===== src/rtl/tcp_rcv_engine.sv =====
// tcp_rcv_engine: parametrised TCP receive engine.
// Segments arrive on a valid/ready handshake and are checked with modular
// sequence arithmetic. Buffer occupancy is drained by a user read port.
// Acknowledgements are coalesced and carry rcv_nxt and the advertised window.
// Optional feature macro: TCP_RCV_TRIM_EN, which accepts partially duplicate
// segments by trimming the already-received prefix.
module tcp_rcv_engine #(
    parameter int unsigned SEQ_W     = 4,
    parameter int unsigned BUF_DEPTH = 8,
    parameter int unsigned INIT_SEQ  = 0,
    parameter int unsigned CNT_W     = 8,
    localparam int unsigned LEN_W    = $clog2(BUF_DEPTH) + 1
) (
    input  logic             clk,
    input  logic             reset,
    input  logic             seg_val,
    output logic             seg_rdy,
    input  logic [SEQ_W-1:0] seg_seq,
    input  logic [LEN_W-1:0] seg_len,
    output logic             usr_rd_valid,
    input  logic             usr_rd_ready,
    output logic             ack_valid,
    input  logic             ack_ready,
    output logic [SEQ_W-1:0] ack_seq,
    output logic [LEN_W-1:0] ack_wnd,
    output logic [SEQ_W-1:0] rcv_nxt,
    output logic [LEN_W-1:0] rcv_wnd,
    output logic [CNT_W-1:0] drop_cnt
);

    // Comparison width wide enough for both offsets and lengths.
    localparam int unsigned CW = ((SEQ_W > LEN_W) ? SEQ_W : LEN_W) + 1;

    typedef enum logic [1:0] {
        ACK_IDLE      = 2'd0,
        ACK_SEND      = 2'd1,
        ACK_SEND_PEND = 2'd2
    } ack_state_t;

    ack_state_t       ack_st, ack_nxt;
    logic [LEN_W-1:0] occ;

    logic [SEQ_W-1:0] off;
    logic [CW-1:0]    off_x, len_x, wnd_x, new_x;
    logic [LEN_W-1:0] acc;
    logic             ahead, old, seg_fire, rd_fire, drop, win_upd, ack_event;
    logic [SEQ_W-1:0] rcv_nxt_next;
    logic [LEN_W-1:0] occ_next, wnd_next;
    logic             latch;

    // Engine is ready whenever reset is not held.
    assign seg_rdy = ~reset;

    // Segment classification, accepted length and post-update values.
    always_comb begin
        off          = rcv_nxt - seg_seq;
        off_x        = CW'(off);
        len_x        = CW'(seg_len);
        wnd_x        = CW'(rcv_wnd);
        ahead        = off[SEQ_W-1];
        old          = ~ahead && (off_x >= len_x);
        new_x        = '0;
        if (!ahead && !old) begin
`ifdef TCP_RCV_TRIM_EN
            new_x = len_x - off_x;
`else
            new_x = (off == '0) ? len_x : '0;
`endif
        end
        acc          = '0;
        seg_fire     = seg_val && seg_rdy && (seg_len != '0);
        if (seg_fire) begin
            acc = (new_x < wnd_x) ? LEN_W'(new_x) : rcv_wnd;
        end
        drop         = seg_fire && (acc == '0);
        rd_fire      = usr_rd_valid && usr_rd_ready;
        win_upd      = rd_fire && (occ == LEN_W'(BUF_DEPTH));
        ack_event    = seg_fire || win_upd;
        rcv_nxt_next = rcv_nxt + SEQ_W'(acc);
        occ_next     = occ + acc - LEN_W'(rd_fire);
        wnd_next     = rcv_wnd - acc + LEN_W'(rd_fire);
    end

    // Ack FSM next state; latch selects a fresh snapshot of rcv_nxt/rcv_wnd.
    always_comb begin
        ack_nxt = ack_st;
        latch   = 1'b0;
        case (ack_st)
            ACK_IDLE: begin
                if (ack_event) begin
                    ack_nxt = ACK_SEND;
                    latch   = 1'b1;
                end
            end
            ACK_SEND: begin
                if (ack_ready && ack_event) begin
                    latch = 1'b1;
                end else if (ack_ready) begin
                    ack_nxt = ACK_IDLE;
                end else if (ack_event) begin
                    ack_nxt = ACK_SEND_PEND;
                end
            end
            ACK_SEND_PEND: begin
                if (ack_ready) begin
                    ack_nxt = ACK_SEND;
                    latch   = 1'b1;
                end
            end
            default: ack_nxt = ACK_IDLE;
        endcase
    end

    // State and output registers; reset overrides every coincident event.
    always_ff @(posedge clk) begin
        if (reset) begin
            ack_st       <= ACK_IDLE;
            occ          <= '0;
            rcv_nxt      <= SEQ_W'(INIT_SEQ);
            rcv_wnd      <= LEN_W'(BUF_DEPTH);
            usr_rd_valid <= 1'b0;
            drop_cnt     <= '0;
            ack_valid    <= 1'b0;
            ack_seq      <= SEQ_W'(INIT_SEQ);
            ack_wnd      <= LEN_W'(BUF_DEPTH);
        end else begin
            ack_st       <= ack_nxt;
            occ          <= occ_next;
            rcv_nxt      <= rcv_nxt_next;
            rcv_wnd      <= wnd_next;
            usr_rd_valid <= (occ_next != '0);
            ack_valid    <= (ack_nxt != ACK_IDLE);
            if (drop && (drop_cnt != {CNT_W{1'b1}})) begin
                drop_cnt <= drop_cnt + CNT_W'(1);
            end
            if (latch) begin
                ack_seq <= rcv_nxt_next;
                ack_wnd <= wnd_next;
            end
        end
    end

endmodule


===== config.mk =====
export PLATFORM = sky130hd
export DESIGN_NAME = tcp_rcv_engine
export DESIGN_NICKNAME = d
export VERILOG_FILES = /design/src/rtl/tcp_rcv_engine.sv
export SDC_FILE = /design/constraint.sdc
export NUM_CORES = 1
export LEC_CHECK = 0
export ABC_AREA = 1
export ABC_CLOCK_PERIOD_IN_PS = 8850
export BUFFER_PORTS_ARGS = -buffer_cell sky130_fd_sc_hd__buf_2
export CORE_MARGIN = 3
export CORE_UTILIZATION = 55
export DETAILED_ROUTE_END_ITERATION = 12
export PLACE_DENSITY = 0.81
export SLEW_MARGIN = 20
export SYNTH_ARGS = -nofsm -noshare
export SYNTH_HDL_FRONTEND = slang
export SYNTH_SLANG_ARGS = --single-unit
export TNS_END_PERCENT = 1

===== constraint.sdc =====
create_clock -name clk -period 8.85 [get_ports clk]
set_input_delay 0.4425 -clock clk [delete_from_list [all_inputs] [get_ports clk]]
set_output_delay 0.4425 -clock clk [all_outputs]
set_load 0.02 [all_outputs]

After elaboration in Yosys (flattened, before gate mapping)

Cells that the tools add are included.

Register bits after elaboration: 32
Bits of input ports: 13
Output and inout port bits: 27
Logic and storage cells: 56

Add/sub/neg operators: 7
Magnitude comparators: 2
Equal/unequal tests: 4
Multiplexer cells: 14
Bitwise gates (word level): 2
Reductions and logical operators: 18

Operators by type and width:

| cell                                                 | count |
|---|---|
| two-way mux 4 bit                                    | 4 |
| two-way mux 2 bit                                    | 5 |
| logical AND 1 bit                                    | 9 |
| adder 4 bit                                          | 2 |
| adder 8 x 1 -> 8 bit (second input constant)         | 1 |
| logical NOT 4 bit                                    | 2 |
| != test 8 bit (second input constant)                | 1 |
| nonzero test 4 bit                                   | 2 |
| subtractor 4 bit                                     | 2 |
| case mux 2 bit (3 select lines)                      | 1 |
| less-than comparator 5 x 4 -> 1 bit                  | 1 |
| adder 4 x 1 -> 4 bit                                 | 1 |
| equality test 4 bit (second input constant)          | 1 |
| greater-or-equal comparator 4 bit                    | 1 |
| subtractor 4 x 1 -> 4 bit                            | 1 |
| two-way mux 1 bit                                    | 3 |
| case mux 1 bit (3 select lines)                      | 1 |
| equality test 2 x 1 -> 1 bit (second input constant) | 1 |
| equality test 2 bit (second input constant)          | 1 |
| logical NOT 1 bit                                    | 2 |
| logical NOT 2 bit                                    | 1 |
| NOT 1 bit                                            | 2 |
| nonzero test 2 bit                                   | 1 |
| logical OR 1 bit                                     | 1 |

Longest topological paths before layout

Gate-level depths: netlist of the first run.

Depth after elaboration: 12
Gate-level depth with buffers: 34
Gate-level depth less buffers: 34

Least setup slack after synthesis of the first run

No wires, ideal clock.

Path kind: input to register
Start point: input port seg_seq[2]
End point: register usr_rd_valid
Library setup time: 123 ps
Arrival time: 4,585 ps
Required time: 8,727 ps
Slack: 4,142 ps
Stages on the path: 30
Buffers on the path: 0
Path through: inv_1 -> ha_1 -> a21oi_1 -> nand3_1 -> nand2_2 -> inv_1 -> ha_1 -> nand2_1 -> inv_1 -> nand2_1 -> nand2_1 -> nor4_4 -> ha_1 -> a21o_1 -> a21oi_1 -> nand2_2 -> nand2_1 -> nand2_1 -> nor2_4 -> inv_1 -> ha_1 -> inv_1 -> ha_1 -> a21oi_1 -> nand2_1 -> xor2_1 -> nand2_1 -> nand2_1 -> nor2_1 -> or2_2

Cells in the longest elaborated chain, start to end: 12
Elaborated cells on any way between the ends: 16
Classes of those cells: 3 x add/sub; 2 x order compare; 4 x mux; 1 x bitwise; 6 x reduce/logical

Ends and longest elaborated chain:

| item                                                                  | RTL line | source |
|---|---|---|
| start: declaration                                                    | 18       | `input logic [SEQ_W-1:0] seg_seq,` |
| subtractor 4 bit (*)                                                  | 56       | `off = rcv_nxt - seg_seq;` |
| greater-or-equal comparator 4 bit / NOT 1 bit (equally long branches) | 61       | `old = ~ahead && (off_x >= len_x);` |
| logical AND 1 bit                                                     | 61       |  |
| logical NOT 1 bit                                                     | 63       | `if (!ahead && !old) begin` |
| logical AND 1 bit                                                     | 63       |  |
| two-way mux 4 bit (*)                                                 | 63       |  |
| less-than comparator 5 x 4 -> 1 bit                                   | 73       | `acc = (new_x < wnd_x) ? LEN_W'(new_x) : rcv_wnd;` |
| two-way mux 4 bit (*)                                                 | 73       |  |
| two-way mux 4 bit (*)                                                 | 72       | `if (seg_fire) begin` |
| adder 4 bit (*)                                                       | 80       | `occ_next = occ + acc - LEN_W'(rd_fire);` |
| subtractor 4 x 1 -> 4 bit (*)                                         | 80       |  |
| nonzero test 4 bit (*)                                                | 131      | `usr_rd_valid <= (occ_next != '0);` |
| end signal: assignment                                                | 131      |  |
| end: declaration                                                      | 20       | `output logic usr_rd_valid,` |

Every way passes the cells marked *; elsewhere a longest branch is shown, timed or not.
A chain may end at the register's enable or synchronous reset.

Final worst setup path of the first run

Start point: register rcv_nxt[2]
End point: register usr_rd_valid

Cells in the longest elaborated chain, start to end: 12
Elaborated cells on any way between the ends: 16
Classes of those cells: 3 x add/sub; 2 x order compare; 4 x mux; 1 x bitwise; 6 x reduce/logical

Ends and longest elaborated chain:

| item                                                                  | RTL line | source |
|---|---|---|
| start: declaration                                                    | 26       | `output logic [SEQ_W-1:0] rcv_nxt,` |
| start signal: assignment                                              | 119      | `rcv_nxt <= SEQ_W'(INIT_SEQ);` |
| start signal: assignment                                              | 129      | `rcv_nxt <= rcv_nxt_next;` |
| subtractor 4 bit (*)                                                  | 56       |  |
| greater-or-equal comparator 4 bit / NOT 1 bit (equally long branches) | 61       |  |
| logical AND 1 bit                                                     | 61       |  |
| logical NOT 1 bit                                                     | 63       |  |
| logical AND 1 bit                                                     | 63       |  |
| two-way mux 4 bit (*)                                                 | 63       |  |
| less-than comparator 5 x 4 -> 1 bit                                   | 73       |  |
| two-way mux 4 bit (*)                                                 | 73       |  |
| two-way mux 4 bit (*)                                                 | 72       |  |
| adder 4 bit (*)                                                       | 80       |  |
| subtractor 4 x 1 -> 4 bit (*)                                         | 80       |  |
| nonzero test 4 bit (*)                                                | 131      |  |

Marked as above.

==> results of run 1 <==
## metrics by stage
| step | total power, mW | util, % | hold WS, ps | worst slack (ps) |
|---|---|---|---|---|
| after global placement | 0.479 | 66.6 | 467 | 3900 |
| final | 0.605 | 69.3 | 445 | 3880 |
| after floorplan | 0.420 | - | 514 | 4140 |
| after detailed placement | 0.484 | 66.6 | 472 | 3720 |
| after global routing | 0.659 | 69.3 | 477 | 3420 |
| after CTS | 0.610 | 69.3 | 443 | 3860 |
## cells by family (layout without fill, tap and decap cells)
logic type,count (synthesis),after routing
buffers and inverters,56,99
AND/OR/NAND/NOR,109,109
flip-flops,32,32
adder cells (fa/ha/maj),28,28
XOR/XNOR,17,17
AO/OA/AOI/OAI,35,35
## power breakdown
part	switching (mW)	internal (mW)	total, mW
registers	0.0191	0.173	0.192
clock network	0.0574	0.0629	0.120
logic	0.179	0.113	0.292
## registers in the layout, indices dropped and copies added, names as in the netlist
register and flops:
ack_valid 1, usr_rd_valid 1, ack_st 2, drop_cnt 8, ack_seq 4, ack_wnd 4, occ 4, rcv_wnd 4
rcv_nxt 4
## final cells by class
type                    count  area, um^2
fillers                   319        1080
well taps                  46        57.6
clock buffers               6        82.6
inverters                  52         198
clock inverters             2        15.0
multi-input cells         189        1250
repair buffers             39         195
flip-flops and latches     32         641
## placed cells by master, fill, tap and decap left out, types with 2 or more instances in the layout
cell	count
sky130_fd_sc_hd__a21oi_1	21
sky130_fd_sc_hd__a31oi_1	2
sky130_fd_sc_hd__buf_2	39
sky130_fd_sc_hd__clkbuf_8	6
sky130_fd_sc_hd__clkinvlp_4	2
sky130_fd_sc_hd__dfxtp_1	32
sky130_fd_sc_hd__fa_1	4
sky130_fd_sc_hd__ha_1	24
sky130_fd_sc_hd__inv_1	50
sky130_fd_sc_hd__nand2_1	44
sky130_fd_sc_hd__nand2_2	4
sky130_fd_sc_hd__nand3_1	17
sky130_fd_sc_hd__nand3_2	2
sky130_fd_sc_hd__nand3b_1	2
sky130_fd_sc_hd__nand4_1	5
sky130_fd_sc_hd__nor2_1	25
sky130_fd_sc_hd__o21ai_0	10
sky130_fd_sc_hd__or2_2	2
sky130_fd_sc_hd__xnor2_1	9
sky130_fd_sc_hd__xor2_1	8
## Yosys cell counts
| cell type | n | area (um^2) |
|---|---|---|
| sky130_fd_sc_hd__nand4_1 | 5 | 31.3 |
| sky130_fd_sc_hd__nand2_2 | 4 | 25.0 |
| sky130_fd_sc_hd__nand3b_1 | 2 | 15.0 |
| sky130_fd_sc_hd__xor2_1 | 8 | 70.1 |
| sky130_fd_sc_hd__inv_4 | 1 | 6.26 |
| sky130_fd_sc_hd__buf_2 | 1 | 5.00 |
| sky130_fd_sc_hd__dfxtp_1 | 32 | 641 |
| sky130_fd_sc_hd__nor4_1 | 1 | 6.26 |
| sky130_fd_sc_hd__a21o_1 | 1 | 7.51 |
| sky130_fd_sc_hd__xnor2_1 | 9 | 78.8 |
| sky130_fd_sc_hd__o41ai_1 | 1 | 8.76 |
| sky130_fd_sc_hd__nor2_1 | 25 | 93.8 |
| sky130_fd_sc_hd__a31oi_1 | 2 | 12.5 |
| sky130_fd_sc_hd__buf_1 | 1 | 3.75 |
| sky130_fd_sc_hd__nor2_4 | 1 | 11.3 |
| sky130_fd_sc_hd__nand3_2 | 2 | 20.0 |
| sky130_fd_sc_hd__nor3_1 | 1 | 5.00 |
| sky130_fd_sc_hd__nand2_1 | 44 | 165 |
| sky130_fd_sc_hd__ha_1 | 24 | 300 |
| sky130_fd_sc_hd__nand2_4 | 1 | 11.3 |
| sky130_fd_sc_hd__inv_2 | 1 | 3.75 |
| sky130_fd_sc_hd__clkbuf_1 | 2 | 7.51 |
| sky130_fd_sc_hd__nor4_4 | 1 | 21.3 |
| sky130_fd_sc_hd__inv_1 | 50 | 188 |
| sky130_fd_sc_hd__nor3_2 | 1 | 10.0 |
| sky130_fd_sc_hd__o21ai_0 | 10 | 50.1 |
| sky130_fd_sc_hd__and3_1 | 1 | 6.26 |
| sky130_fd_sc_hd__or2_2 | 2 | 12.5 |
| sky130_fd_sc_hd__nand3_1 | 17 | 85.1 |
| sky130_fd_sc_hd__nor2_8 | 1 | 20.0 |
| sky130_fd_sc_hd__a21oi_1 | 21 | 105 |
| sky130_fd_sc_hd__fa_1 | 4 | 80.1 |
## per-layer routing
metal / vias to the layer above / share of wire [%]
li1: 972 / -
met2: 40 / 49
met3: 7 / 4.1
met1: 858 / 46
met4: 0 / 1.2
met5: - / 0
## tightest hold or removal path, stage by stage
cell	delay, ps
sky130_fd_sc_hd__buf_2	80
sky130_fd_sc_hd__nor2_1	40
sky130_fd_sc_hd__nand4_1	70
sky130_fd_sc_hd__inv_1	40
## worst paths after layout
kind	from	endpoint	slack, ps	cells after the start
worst max-delay path	rcv_nxt[2]	usr_rd_valid	3880	28
worst max register to register	rcv_nxt[2]	usr_rd_valid	3880	28
worst min register to register	ack_wnd[3]	ack_wnd[3]	490	2
worst min-delay path	ack_ready	ack_st[1]	440	4
==> summary.md, run 1 <==
### Run status
* completed — result of the run

### Yosys
* simple AND/OR/NAND/NOR gates — dominant combinational cell family by area after synthesis
* 8.73% — area fraction in compound gates after synthesis
* 2110 um^2 — Post-Syn Area
* 0 — count of synthesis-stage warnings from yosys
* 32 — #FFs+latches synth
* 7.07% — area share of xor/xnor cells in the synthesized design
* 32 — Unique masters post-synth
* 30.4% — sequential element share of the synthesized area
* 18.1% — Synth Area in Adders
* 318 — Synth Net Count
* 0% — share of cell area taken by muxes after synthesis
* 7.61 um^2 — mean post-synth cell area
* 277 — number of instances in the synthesized netlist
* 25.6% — fraction of the mapped netlist area in simple logic gates

### Run
* 0 — max-cap violations

### Global route
* 21 — maximum number of pins on one net before global-route repair
* 0 — total overflow reported by the global router
* 36.1% — GR Layer Usage met2
* 7240 um — first-pass GRT wire length
* met2 — layer with the highest usage
* 20.6% — overall global routing resource usage
* 0 — antenna violations before repair
* 1702 — via count of the first global-routing pass
* 3.45% — global routing met3 resource utilization
* 25.6% — global-route met1 utilization

### Cells and area
* 0 — Antenna Cells
* 366 — number of standard cells in the layout, taps in and fillers out
* 360 — number of nets in the layout
* 19.4% — share of cells above drive strength 1
* 2440 um^2 — post-layout instance area
* 15.9% — synth-to-layout area growth

### Placed design
* 39 — number of port buffers
* 0.866 — placer congestion estimate
* 2340 um^2 — area of placed instances
* 358 — count of placed standard cells including taps
* 3290 um — HPWL after detailed placement

### CTS
* done — CTS tree
* 0 — number of setup buffers added after CTS
* sky130_fd_sc_hd__clkbuf_8 — cell at the root of the clock tree
* 0 — CTS Hold Bufs
* 32 — CTS sink count
* 280 ps — clock latency of the later-clocked register in the worst-skew pair
* 2 — deepest level of the CTS H-tree
* 2 — maximum buffer depth of the clock tree
* 70 ps — clock transition time at the flip-flop clock pins of the worst setup and hold paths
* 0 — total of cells resized after clock tree synthesis
* 5 — CTS buffer count

### Die
* 4610 um^2 — area enclosed by the die boundary
* 21 — count of standard-cell rows
* 59.8% — initial cell density of the core
* 40 — top-level I/O count
* 67.9 um — Die Ht
* 3520 um^2 — total core area
* 67.9 um — floorplan die width

### Timing
* 0 — final setup violation count
* 0 — total count of hold-check failures in the final report
* 6.69 ps — final worst clock skew
* 596 ps — worst-margin pin slew
* 0 ps — setup_tns
* no — RSZ-0062 raised after global routing
* 56.2% — share of the clock period used by the worst path
* 59.8% — worst-case headroom to the max-slew limit
* 201 MHz — top achievable clock speed
* 4970 ps — shortest clock period the worst path allows after layout
* 0 — fin. max-slew vios

### Drt
* 11.5 um — drt wl/cell
* 0 — remaining routing DRC violations
* 1877 — via total after detailed routing
* 0 — Antenna Nets Post-Route
* 4210 um — Post-Route WL
* 132 — Detailed Route Iter0 Violations
* 5.13 — mean number of vias per cell
* 4 — first drt pass iteration count

### Setup path
* 9020 ps — required time of the critical path
* 5140 ps — crit path DAT
* flip-flop — crit path launch type
* 340 ps — delay of the slowest cell on the worst path
* sky130_fd_sc_hd__nand2_1 — cell type with the highest occurrence count on the critical path
* reg -> reg — Critical Setup Path Class
* simple AND/OR/NAND/NOR gates — largest delay contributor family on the critical path
* 5 — crit path max fanout
* sky130_fd_sc_hd__dfxtp_1 — cell with the largest stage delay on the worst path
* 3 — crit path buf inv count
* flip-flop — type of element capturing the critical path

### Power
* 1.30 nW — Lkg Pwr
* 248 nW/um^2 — power per cell area
* 159 uV — worst IR drop on VDD

### Worst hold path
* in -> reg — worst hold-check path type

Note: power is estimated with default switching activity, not from simulation.
==> run 2, diff against run 1 <==
- ABC_CLOCK_PERIOD_IN_PS: 8850 -> 4200
- CORE_UTILIZATION: 55 -> 50
- PLACE_DENSITY: 0.81 -> 0.78
- clock period: 8.85 -> 4.2 ns (I/O delays scaled with it)
==> run 2 against run 1 <==
The flow now finishes with violations (setup timing). Clock skew up 0.73 ps. Global-route usage up 1.7 points. Combinational power rose to 3.4 times the previous value. Critical path type unchanged. Utilization up 6.7 points. Register-to-register slack worse by 4200 ps. Wire length up 35%. First-iteration DRC count down 21%.
==> summary.md, run 2 (synthesis gave the netlist of run 1 again) <==
### Die
* 5030 um^2 — area enclosed by the die boundary, +9.1%
* 3850 um^2 — total core area, +9.5%
* 70.9 um — floorplan die width, +4.4%
* 54.7% — initial cell density of the core, -5.2 points
* 22 — count of standard-cell rows, +4.8%
* 70.9 um — Die Ht, +4.4%
* 40 — top-level I/O count, unchanged

### Setup path
* -300 ps — r2r setup slk, -4180 ps
* flip-flop — type of element capturing the critical path
* usr_rd_valid — Reg-to-Reg End
* reg -> reg — Critical Setup Path Class
* 350 ps — delay of the slowest cell on the worst path, about the same
* 30 — reg2reg path depth, +7.1%
* flip-flop — crit path launch type
* 5 — crit path max fanout, unchanged
* sky130_fd_sc_hd__dfxtp_4 — cell with the largest stage delay on the worst path
* 4680 ps — crit path DAT, -460 ps
* 4380 ps — required time of the critical path, -4640 ps
* rcv_nxt[0] — launch point of the worst reg-to-reg path
* sky130_fd_sc_hd__nand2_2 — cell type with the highest occurrence count on the critical path

### Timing
* 9 — final setup violation count, +9
* -1090 ps — setup_tns, -1090 ps
* 4500 ps — shortest clock period the worst path allows after layout, -474 ps
* 59.4% — worst-case headroom to the max-slew limit, -0.36 points
* 107% — share of the clock period used by the worst path, +51 points
* 0 — total count of hold-check failures in the final report, unchanged
* yes — RSZ-0062 raised after global routing
* -297 ps — worst setup slack after layout, -4180 ps
* 222 MHz — top achievable clock speed, +11%
* 606 ps — worst-margin pin slew, +9.91 ps
* 0 — fin. max-slew vios, unchanged
* 7.42 ps — final worst clock skew, +0.730 ps

### CTS
* 5 — CTS buffer count, unchanged
* 2 — deepest level of the CTS H-tree, unchanged
* 70 ps — clock transition time at the flip-flop clock pins of the worst setup and hold paths, about the same
* done — CTS tree
* 290 ps — clock latency of the later-clocked register in the worst-skew pair, about the same
* 32 — CTS sink count, unchanged
* 2 — maximum buffer depth of the clock tree, unchanged
* sky130_fd_sc_hd__clkbuf_8 — cell at the root of the clock tree

### Power
* 992 uW — Internal Pwr Total, +180%
* 24.2% — relative contribution of sequential cells to total power, -7.6 points
* 1.48 nW — Lkg Pwr, +14%
* 17.7% — clock share of power, -2.2 points
* 41.7% — proportion of total power due to net switching, -0.63 points
* 1.70 mW — Overall Power, +180%
* 415 uV — worst IR drop on VDD, +160%
* 581 nW/um^2 — power per cell area, +130%
* 58.1% — part of the total power dissipated in combinational logic, +9.8 points
* 709 uW — P_sw, +180%

### Placed design
* 384 — count of placed standard cells including taps, +7.3%
* 39 — number of port buffers, unchanged
* 3690 um — HPWL after detailed placement, +12%
* 0.859 — placer congestion estimate, -0.80%

### Drt
* 5.19 — mean number of vias per cell, +1.1%
* 4 — first drt pass iteration count, unchanged
* 0 — remaining routing DRC violations, unchanged
* 104 — Detailed Route Iter0 Violations, -21%
* 0 — Antenna Nets Post-Route, unchanged
* 5680 um — Post-Route WL, +35%
* 2059 — via total after detailed routing, +9.7%
* 14.3 um — drt wl/cell, +24%

### Worst hold path
* 4 — depth of the worst hold-timing path, unchanged
* ack_ready — hold wc startpoint
* ack_st[1] — capture endpoint of the worst hold path
* in -> reg — worst hold-check path type

### Run status
* finished, violations left — result of the run
* setup timing — violations in the final reports

### Global route
* 0 — antenna violations before repair, unchanged
* 8920 um — first-pass GRT wire length, +23%
* 21 — maximum number of pins on one net before global-route repair, unchanged
* 1984 — via count of the first global-routing pass, +17%
* 0 — total overflow reported by the global router, unchanged
* 22.3% — overall global routing resource usage, +1.7 points

### Cells and area
* 397 — number of standard cells in the layout, taps in and fillers out, +8.5%
* 389 — number of nets in the layout, +8.1%
* sky130_fd_sc_hd__inv_1, sky130_fd_sc_hd__buf_2, sky130_fd_sc_hd__nand2_1, sky130_fd_sc_hd__dfxtp_1, sky130_fd_sc_hd__buf_4 — highest-count cells in the layout ignoring fill and taps
* 0 — Antenna Cells, unchanged
* 39.0% — synth-to-layout area growth
* 38.7% — share of cells above drive strength 1, +19 points
* sky130_fd_sc_hd__inv_1 — most common cell after layout, fill and taps aside
* 8 — max reg flops, unchanged
* 76.0% — Util after Layout, +6.7 points
* drop_cnt — register containing the most flip-flops in the final layout

### Run
* 0 — max-cap violations, unchanged

[run 2: layout make-up]
class | count | area (um^2)
Inverter | 52 | 198
Timing Repair Buffer | 68 | 417
Fill cell | 286 | 925
Tap cell | 48 | 60.1
Clock buffer | 5 | 68.8
Clock inverter | 3 | 41.3
Sequential cell | 32 | 647
Multi-Input combinational cell | 189 | 1500
[run 2: worst max path at each step]
stage	startpoint	cells after the start	slack, ps	to
4_1_cts	rcv_nxt[0]	29	-220	usr_rd_valid
2_1_floorplan	rcv_nxt[0]	29	-100	usr_rd_valid
5_1_grt	rcv_nxt[1]	30	-490	usr_rd_valid
3_3_place_gp	rcv_nxt[0]	29	-120	usr_rd_valid
6_report	rcv_nxt[0]	30	-300	usr_rd_valid
3_5_place_dp	rcv_nxt[0]	26	-240	usr_rd_valid
[run 2: through the flow]
stage / setup slack [ps] / instance area [um^2] / hold WS, ps
final: -297 / 2930 / 213
after global routing: -494 / 2930 / 236
after CTS: -223 / 2840 / 216
after detailed placement: -241 / 2640 / 475
after global placement: -121 / 2640 / 459
after floorplan: -99.8 / 2220 / 392
[run 2: what timing repair did]
| action | 4_1_cts | 5_1_grt |
|---|---|---|
| endpoints found under the setup margin | 10 | 16 |
| setup buffers | 4 | 1 |
| resized for setup | 11 | 14 |
| pin swaps | 16 | 11 |
| hold buffers | 0 | 0 |
[run 2: routing by layer]
layer | vias to the layer above | global-route usage, % | wire length (um)
met2 | 71 | 39.1 | 3000
met4 | 0 | 8.14 | 136
met5 | - | 0 | 0
li1 | 1020 | - | -
met1 | 952 | 25.6 | 2220
met3 | 16 | 6.25 | 316
[run 2: critical path: cells and delay by family (launching register included)]
kind,cells,cell delay (ps)
AO/OA/AOI/OAI,1,120
XOR/XNOR,2,320
adder cells (fa/ha/maj),6,1480
buffers and inverters,6,310
flip-flops,1,350
AND/OR/NAND/NOR,15,1770
[run 2: power groups by stage]
stage / clock network, mW / registers, mW / logic [mW]
final: 0.301 / 0.412 / 0.989
after global routing: 0.316 / 0.417 / 1.08
after CTS: 0.302 / 0.408 / 0.866
after detailed placement: 0 / 0.410 / 0.795
after global placement: 0 / 0.409 / 0.760
after floorplan: 0 / 0.454 / 0.505
==> run 3, diff against run 2 <==
- BUFFER_PORTS_ARGS: -buffer_cell sky130_fd_sc_hd__buf_2 -> not set
- CORE_UTILIZATION: 50 -> 55
- CTS_CLUSTER_DIAMETER: not set -> 60
- DONT_BUFFER_PORTS: not set -> 1
- PLACE_DENSITY: 0.78 -> 0.75
==> run 3 against run 2 <==
The run still ends with setup timing left. Clock power down 25%. Die area down 8.3%. Clock-buffer cell count unchanged. Largest power group unchanged. Worst hold slack worse by 190 ps. Combinational power down 19%. Largest cell class unchanged.
==> summary.md, run 3 (synthesis gave the netlist of run 1 again) <==
### Run status
* finished, violations left — result of the run
* setup timing — violations in the final reports

### Die
* 67.9 um — floorplan die width, -4.3%
* 40 — top-level I/O count, unchanged
* 67.9 um — Die Ht, -4.3%
* 59.8% — initial cell density of the core, +5.2 points
* 3520 um^2 — total core area, -8.6%
* 4610 um^2 — area enclosed by the die boundary, -8.3%
* 21 — count of standard-cell rows, -4.5%

### Timing
* 0 — fin. max-slew vios, unchanged
* -600 ps — setup_tns, +486 ps
* -210 ps — worst setup slack after layout, +86.6 ps
* 227 MHz — top achievable clock speed, +2.0%
* yes — RSZ-0062 raised after global routing
* 0 — total count of hold-check failures in the final report, unchanged
* 610 ps — worst-margin pin slew, +4.37 ps
* 105% — share of the clock period used by the worst path, -2.1 points
* 7 — final setup violation count, -2
* 27.1 ps — Worst Hold Slack, -186 ps
* 7.59 ps — final worst clock skew, +0.167 ps
* 4410 ps — shortest clock period the worst path allows after layout, -86.6 ps
* 58.8% — worst-case headroom to the max-slew limit, -0.60 points

### Drt
* 55 — Detailed Route Iter0 Violations, -47%
* 0 — remaining routing DRC violations, unchanged
* 0 — Antenna Nets Post-Route, unchanged
* 14.6 um — drt wl/cell, +2.3%
* 1966 — via total after detailed routing, -4.5%
* 5320 um — Post-Route WL, -6.2%
* 4 — first drt pass iteration count, unchanged
* 5.40 — mean number of vias per cell, +4.1%

### Setup path
* reg -> reg — Critical Setup Path Class
* 4380 ps — required time of the critical path, about the same
* 350 ps — delay of the slowest cell on the worst path, about the same
* flip-flop — type of element capturing the critical path
* flip-flop — crit path launch type
* 4590 ps — crit path DAT, -90 ps
* 5 — crit path max fanout, unchanged
* sky130_fd_sc_hd__fa_2 — cell with the largest stage delay on the worst path

### Global route
* 8220 um — first-pass GRT wire length, -7.9%
* 0 — antenna violations before repair, unchanged
* 1950 — via count of the first global-routing pass, -1.7%
* 0 — total overflow reported by the global router, unchanged
* 21 — maximum number of pins on one net before global-route repair, unchanged
* 24.3% — overall global routing resource usage, +2.1 points

### Cells and area
* drop_cnt — register containing the most flip-flops in the final layout
* 263 — # fillers, -8.0%
* 2740 um^2 — post-layout instance area, -6.5%
* 647 um^2 — Reg area, unchanged
* 8 — max reg flops, unchanged
* 359 — number of nets in the layout, -7.7%
* 364 — number of standard cells in the layout, taps in and fillers out, -8.3%
* sky130_fd_sc_hd__inv_1, sky130_fd_sc_hd__nand2_1, sky130_fd_sc_hd__dfxtp_1, sky130_fd_sc_hd__buf_4, sky130_fd_sc_hd__nor2_1 — highest-count cells in the layout ignoring fill and taps
* 0 — Antenna Cells, unchanged
* sky130_fd_sc_hd__inv_1 — most common cell after layout, fill and taps aside
* 1450 um^2 — Multi-input gate area, -3.4%
* 27.4% — share of cells above drive strength 1, -11 points
* 30.0% — synth-to-layout area growth
* 77.8% — Util after Layout, +1.8 points

### Worst hold path
* in -> reg — worst hold-check path type

### CTS
* 2 — deepest level of the CTS H-tree, unchanged
* 290 ps — clock latency of the later-clocked register in the worst-skew pair, about the same
* 2 — maximum buffer depth of the clock tree, unchanged
* 32 — CTS sink count, unchanged
* done — CTS tree
* 70 ps — clock transition time at the flip-flop clock pins of the worst setup and hold paths, about the same
* sky130_fd_sc_hd__clkbuf_8 — cell at the root of the clock tree
* 5 — CTS buffer count, unchanged

### Placed design
* -247 ps — setup slack after placement, -6.17 ps
* 0.857 — placer congestion estimate, -0.27%
* 0 — number of port buffers, -100%
* 3740 um — HPWL after detailed placement, +1.1%
* 2450 um^2 — area of placed instances, -7.2%
* 344 — count of placed standard cells including taps, -10%

### Power
* 542 nW/um^2 — power per cell area, -6.7%
* 1.48 mW — Overall Power, -13%
* 1.33 nW — Lkg Pwr, -10%
* 557 uV — worst IR drop on VDD, +34%

### Run
* 0 — max-cap violations, unchanged

==> run 3: final cells by class <==
type	instances	share of cell area, %
clock buffers	5	2.51
multi-input cells	189	52.8
clock inverters	2	0.411
inverters	52	7.31
flip-flops and latches	32	23.6
well taps	46	2.10
repair buffers	38	11.3
==> run 3: metal layers <==
metal | GRT usage [%] | up-vias | share of wire, %
met3 | 6.90 | 15 | 5.4
met1 | 26.0 | 933 | 40
met4 | 13.2 | 0 | 2.8
li1 | - | 962 | -
met2 | 43.1 | 56 | 51
met5 | 0 | - | 0
==> run 3: what timing repair did <==
| action | 4_1_cts | 5_1_grt |
|---|---|---|
| resized for setup | 6 | 12 |
| setup endpoints to repair | 8 | 23 |
| endpoints found under the hold margin | 16 | 9 |
| hold buffers | 7 | 1 |
| buffers inserted | 3 | 2 |
| pin swaps | 12 | 7 |
==> run 3: path summary, 6_finish.rpt <==
kind / start / endpoint / slack [ps] / cells past startpoint
worst min register to register: ack_st[0] / ack_st[1] / 570 / 3
worst min-delay path: reset / ack_wnd[3] / 30 / 2
worst max register to register: rcv_nxt[0] / usr_rd_valid / -210 / 29
worst max-delay path: rcv_nxt[0] / usr_rd_valid / -210 / 29
==> run 3: where the power goes <==
| part | leakage [nW] | switching [mW] | internal, mW | total (mW) |
|---|---|---|---|---|
| Clock | 0.0443 | 0.115 | 0.112 | 0.227 |
| Sequential | 0.264 | 0.0915 | 0.365 | 0.457 |
| Combinational | 1.03 | 0.427 | 0.374 | 0.801 |
| Total | 1.33 | 0.633 | 0.852 | 1.48 |
==> run 3: worst max-delay path, delay by kind of cell (launching register included) <==
family,cells,cell delay (ps)
buffers and inverters,5,250
XOR/XNOR,2,340
AND/OR/NAND/NOR,13,1300
AO/OA/AOI/OAI,3,550
flip-flops,1,340
adder cells (fa/ha/maj),6,1540
